`src/rtl/async_fifo_wr_arbiter.sv`:
```
// Round-robin arbiter sharing one async FIFO write port among NUM_REQ producers.
// Grants one requester per burst of up to MAX_BURST beats and tags every beat with its source index.
module async_fifo_wr_arbiter #(
  parameter int unsigned NUM_REQ    = 4,
  parameter int unsigned DATA_WIDTH = 8,
  parameter int unsigned MAX_BURST  = 4,
  localparam int unsigned ID_WIDTH  = (NUM_REQ > 1) ? $clog2(NUM_REQ) : 1
) (
  input  logic                           fifo_wclk,
  input  logic                           fifo_wrst_n,
  input  logic [NUM_REQ-1:0]             req_valid,
  input  logic [NUM_REQ*DATA_WIDTH-1:0]  req_data,
  output logic [NUM_REQ-1:0]             req_ready,
  input  logic                           fifo_full,
  output logic                           fifo_wen,
  output logic [ID_WIDTH+DATA_WIDTH-1:0] fifo_wdata,
  output logic                           grant_vld,
  output logic [ID_WIDTH-1:0]            grant_id
);

  localparam int unsigned CNT_W = $clog2(MAX_BURST + 1);

  typedef enum logic {
    IDLE  = 1'b0,
    GRANT = 1'b1
  } state_e;

  state_e                state_q, state_d;
  logic [ID_WIDTH-1:0]   grant_id_q, grant_id_d;
  logic [ID_WIDTH-1:0]   rr_ptr_q, rr_ptr_d;
  logic [CNT_W-1:0]      beat_cnt_q, beat_cnt_d;

  logic                  arb_found;
  logic [ID_WIDTH-1:0]   arb_idx;
  logic [ID_WIDTH-1:0]   cand;
  logic                  sel_valid;
  logic [DATA_WIDTH-1:0] sel_data;
  logic                  xfer;
  logic [ID_WIDTH-1:0]   next_ptr;

  // First valid requester scanning upward from rr_ptr, wrapping at NUM_REQ
  always_comb begin
    arb_found = 1'b0;
    arb_idx   = '0;
    cand      = '0;
    for (int unsigned k = 0; k < NUM_REQ; k++) begin
      cand = ID_WIDTH'((32'(rr_ptr_q) + k) % NUM_REQ);
      if (!arb_found && req_valid[cand]) begin
        arb_found = 1'b1;
        arb_idx   = cand;
      end
    end
  end

  // Mux of the granted requester's valid/payload
  always_comb begin
    sel_valid = 1'b0;
    sel_data  = '0;
    for (int unsigned i = 0; i < NUM_REQ; i++) begin
      if (grant_id_q == ID_WIDTH'(i)) begin
        sel_valid = req_valid[i];
        sel_data  = req_data[i*DATA_WIDTH +: DATA_WIDTH];
      end
    end
  end

  // Zero-latency pass-through from the granted requester to the FIFO port
  always_comb begin
    req_ready  = '0;
    xfer       = 1'b0;
    fifo_wen   = 1'b0;
    fifo_wdata = '0;
    if (state_q == GRANT) begin
      for (int unsigned i = 0; i < NUM_REQ; i++) begin
        req_ready[i] = (grant_id_q == ID_WIDTH'(i)) && !fifo_full;
      end
      xfer       = sel_valid && !fifo_full;
      fifo_wen   = xfer;
      fifo_wdata = {grant_id_q, sel_data};
    end
  end

  assign next_ptr  = (grant_id_q == ID_WIDTH'(NUM_REQ - 1)) ? '0
                                                            : grant_id_q + ID_WIDTH'(1);
  assign grant_vld = (state_q == GRANT);
  assign grant_id  = grant_id_q;

  // Next-state: grant on any valid, release on burst end or requester dropping valid
  always_comb begin
    state_d    = state_q;
    grant_id_d = grant_id_q;
    rr_ptr_d   = rr_ptr_q;
    beat_cnt_d = beat_cnt_q;
    case (state_q)
      IDLE: begin
        if (arb_found) begin
          state_d    = GRANT;
          grant_id_d = arb_idx;
          beat_cnt_d = '0;
        end
      end
      GRANT: begin
        if (!sel_valid) begin
          state_d  = IDLE;
          rr_ptr_d = next_ptr;
        end else if (xfer) begin
          beat_cnt_d = beat_cnt_q + CNT_W'(1);
          if (beat_cnt_q == CNT_W'(MAX_BURST - 1)) begin
            state_d  = IDLE;
            rr_ptr_d = next_ptr;
          end
        end
      end
      default: begin
        state_d = IDLE;
      end
    endcase
  end

  always_ff @(posedge fifo_wclk or negedge fifo_wrst_n) begin
    if (!fifo_wrst_n) begin
      state_q    <= IDLE;
      grant_id_q <= '0;
      rr_ptr_q   <= '0;
      beat_cnt_q <= '0;
    end else begin
      state_q    <= state_d;
      grant_id_q <= grant_id_d;
      rr_ptr_q   <= rr_ptr_d;
      beat_cnt_q <= beat_cnt_d;
    end
  end

endmodule

```
`config.mk`:
```
export PLATFORM = sky130hd
export DESIGN_NAME = async_fifo_wr_arbiter
export DESIGN_NICKNAME = d
export VERILOG_FILES = /design/src/rtl/async_fifo_wr_arbiter.sv
export SDC_FILE = /design/constraint.sdc
export NUM_CORES = 1
export LEC_CHECK = 0
export ABC_CLOCK_PERIOD_IN_PS = 1850
export CAP_MARGIN = 40
export CORE_ASPECT_RATIO = 1.75
export CORE_MARGIN = 3
export CORE_UTILIZATION = 38
export CTS_BUF_LIST = sky130_fd_sc_hd__clkbuf_8
export DETAILED_ROUTE_END_ITERATION = 8
export MAX_ROUTING_LAYER = met4
export PLACE_DENSITY = 0.83
export SLEW_MARGIN = 20
export SYNTH_ARGS = -nofsm -noshare
export SYNTH_HDL_FRONTEND = slang
export SYNTH_SLANG_ARGS = --single-unit
```
`constraint.sdc`:
```
create_clock -name fifo_wclk -period 1.85 [get_ports fifo_wclk]
set_input_delay 0.185 -clock fifo_wclk [delete_from_list [all_inputs] [get_ports fifo_wclk]]
set_output_delay 0.185 -clock fifo_wclk [all_outputs]
set_load 0.01 [all_outputs]
```
==> flow_summary.toml <==
[final_layout]
fillCellCount = 136
layout_common_cells = "42 x clkdlybuf4s50_1, 22 x buf_4, 16 x nand2_1, 14 x inv_1, 13 x a21oi_1"
drive_above_1_share = 0.301
stdcell_count = 233
syn_to_final_growth_pct = 97.1
diodes = 0
final_nets = 256
final_common_cell = "clkdlybuf4s50_1"

[clock_network]
cts.htree.levels = 1
cts_tree = "done"
root_buffer = "clkbuf_8"
clockBufferDepth = 2
cts_buffers = 3
clock-sinks = 8
hold_buffers = 0
clkLatencyLatePin_ns = 0.23
clk_pin_slew_ns = 0.04

[timing]
clock.fmax_mhz = 535
setup_viol = 2
worst_pin_slew_ns = 0.353
maxSlewViolCount = 0
fin_crit_sh = 1.01
rsz0062_at_grt = "true"
hold_viol = 0
setup-tns-final_ns = -0.0368
fin_crit_ns = 1.87
clock_skew_ns = 0.00167
maxSlewHeadroom = 0.764
timing.final.ws_setup_ns = -0.0205

[power]
power_density_mw_per_mm2 = 1560
total_power_w = 0.00281
p_leak_nw = 0.887
vdd_drop_max_uv = 1070

[worst_setup_path]
r2r_start = "grant_id[0]"
crit_arrival_ns = 1.69
cp.required_ns = 1.66
path_cells = "inv_4, ha_4, buf_8, a21oi_2, o21ai_2, o211ai_2, inv_1, buf_2"
rrSetupSlack_ns = -0.02
critPathSlowestCell = "dfrtp_2"
cp_slowest_stage_delay_ns = 0.45
r2r-end = "rr_ptr_q[1]"
path_max_fanout = 5
crit_type = "flop to output port"
end_kind = "output port"
crit_path_start_kind = "flop"
rr_worst_depth = 7

[global_routing]
grt_pass1_wl_mm = 5.29
grt.total_usage = 0.229
grt_max_degree = 19
grt_remaining_overflow = 0
grt_pass1_vias = 1218
grt_antenna_before_repair = 0

[floorplanning]
std_cell_rows = 22
start_util = 0.415
die_h_um = 70.9
io-pin-count = 57
dieArea_mm2 = 0.00305
core_mm2 = 0.00220
dieWidth_um = 43.1

[placement]
port_buffers = 56
dp.cells = 224
dp_hpwl_mm = 2.56
gp_congestion = 0.917
pre_cts_slack_ns = -0.212

[synthesis]
netlist_area_um2 = 913
syn-instance-count = 131
ys_seq_area_frac = 0.219
synth_nets = 176
ys_types = 29
synth_seq_cells = 8
syn_area_per_cell_um2 = 6.97
ys_warn_count = 0

[routing]
route.detailed.drc = 0
wl_per_cell_um = 16.8
drtPass1Iterations = 4
num_vias = 1300
drt-initial-drc-count = 50
ant_nets = 0
vias_per_cell = 5.58
drt_wl_total_mm = 3.91

[flow_run]
maxCapViolCount = 0

[outcome]
status = "complete, but fails checks"
violations = "setup timing"

[hold_path]
worst_hold_path_type = "primary input to async pin"
[kinds of logic (layout without fill, tap and decap cells)]
kind of cell / count (synthesis) / after routing / synth area share
compound gates: 48 / 48 / 0.314
fa+ha+maj: 6 / 6 / 0.0822
buf+inv: 25 / 103 / 0.119
flops: 8 / 8 / 0.219
mux: 5 / 5 / 0.0603
simple gates: 39 / 39 / 0.205
[routing by layer]
| layer | up-vias | GRT usage | part of all wire |
|---|---|---|---|
| li1 | 602 | - | - |
| met1 | 598 | 0.243 | 0.35 |
| met2 | 82 | 0.398 | 0.51 |
| met3 | 18 | 0.0331 | 0.094 |
| met4 | 0 | 0.117 | 0.048 |
| met5 | - | - | 0 |
[worst max-delay path by stage]
stage | from | to | slack [ns] | depth (start not counted)
6_report | grant_id[1] | fifo_wen | -0.02 | 8
5_1_grt | grant_id[0] | fifo_wdata[3] | -0.07 | 7
4_1_cts | grant_id[0] | req_ready[3] | -0.06 | 4
3_5_place_dp | grant_id[0] | fifo_wen | -0.21 | 7
3_3_place_gp | req_valid[2] | fifo_wen | -0.12 | 6
2_1_floorplan | grant_id[0] | rr_ptr_q[1] | 0.06 | 7
[power breakdown]
group | total, W | switching [W] | internal [W]
logic | 0.00223 | 0.00108 | 0.00115
registers | 0.000377 | 0.000118 | 0.000259
clock network | 0.000204 | 0.0000638 | 0.000140
total | 0.00281 | 0.00126 | 0.00155
[cells in the mapped netlist]
| cell | n | area (µm²) |
|---|---|---|
| a21oi_1 | 19 | 95.1 |
| nor3_2 | 1 | 10.0 |
| nor2b_1 | 1 | 6.26 |
| and2b_1 | 1 | 7.51 |
| o31ai_1 | 1 | 7.51 |
| clkbuf_1 | 3 | 11.3 |
| nand2_1 | 16 | 60.1 |
| buf_2 | 3 | 15.0 |
| a32o_1 | 1 | 10.0 |
| o2bb2ai_1 | 1 | 8.76 |
| o211ai_2 | 1 | 12.5 |
| buf_4 | 1 | 7.51 |
| mux2i_1 | 4 | 40.0 |
| inv_2 | 1 | 3.75 |
| or4_4 | 1 | 11.3 |
| inv_1 | 16 | 60.1 |
| buf_6 | 1 | 11.3 |
| dfrtp_1 | 8 | 200 |
| o21ai_0 | 12 | 60.1 |
| nor2_1 | 13 | 48.8 |
| mux2_4 | 1 | 15.0 |
| o21a_1 | 1 | 7.51 |
| o21ai_1 | 2 | 10.0 |
| and2_1 | 4 | 25.0 |
| a21o_1 | 1 | 7.51 |
| a22oi_1 | 9 | 67.6 |
| ha_1 | 6 | 75.1 |
| and2_2 | 1 | 7.51 |
| nand2_4 | 1 | 11.3 |
[stage by stage]
step | utilization | hold slack, ns | instance area, µm²
2_1_floorplan | - | -0.111 | 913
3_3_place_gp | 0.740 | 0.468 | 1630
3_5_place_dp | 0.740 | 0.477 | 1630
4_1_cts | 0.781 | 0.235 | 1720
5_1_grt | 0.818 | 0.240 | 1800
6_report | 0.818 | 0.233 | 1800
[worst max-delay path, delay by kind of cell, from the launching register on]
family	cells	cell delay (ns)
AOI/OAI and AO/OA	3	0.41
adders and majority gates	1	0.18
buffers and inverters	4	0.41
DFF	1	0.45
[area by class of cell]
class	count	area, µm²	area share
Timing Repair Buffer	83	764	0.425
Multi-Input combinational cell	98	693	0.385
Sequential cell	8	203	0.113
Inverter	17	68.8	0.0382
Clock buffer	3	41.3	0.0229
Tap cell	24	30.0	0.0167
[sequential cells by signal, summed over array words and instances, names as in the netlist]
name	flops
beat_cnt_q	3
rr_ptr_q	2
grant_vld	1
grant_id	2
[what timing repair did]
action                                  CTS  global route
endpoints found under the setup margin   14            14
resized for setup                        53            25
cloned                                    0             1
buffers inserted                          3             2
pin swaps                                 4             9
No activity file was read; power rests on OpenSTA's default activity.
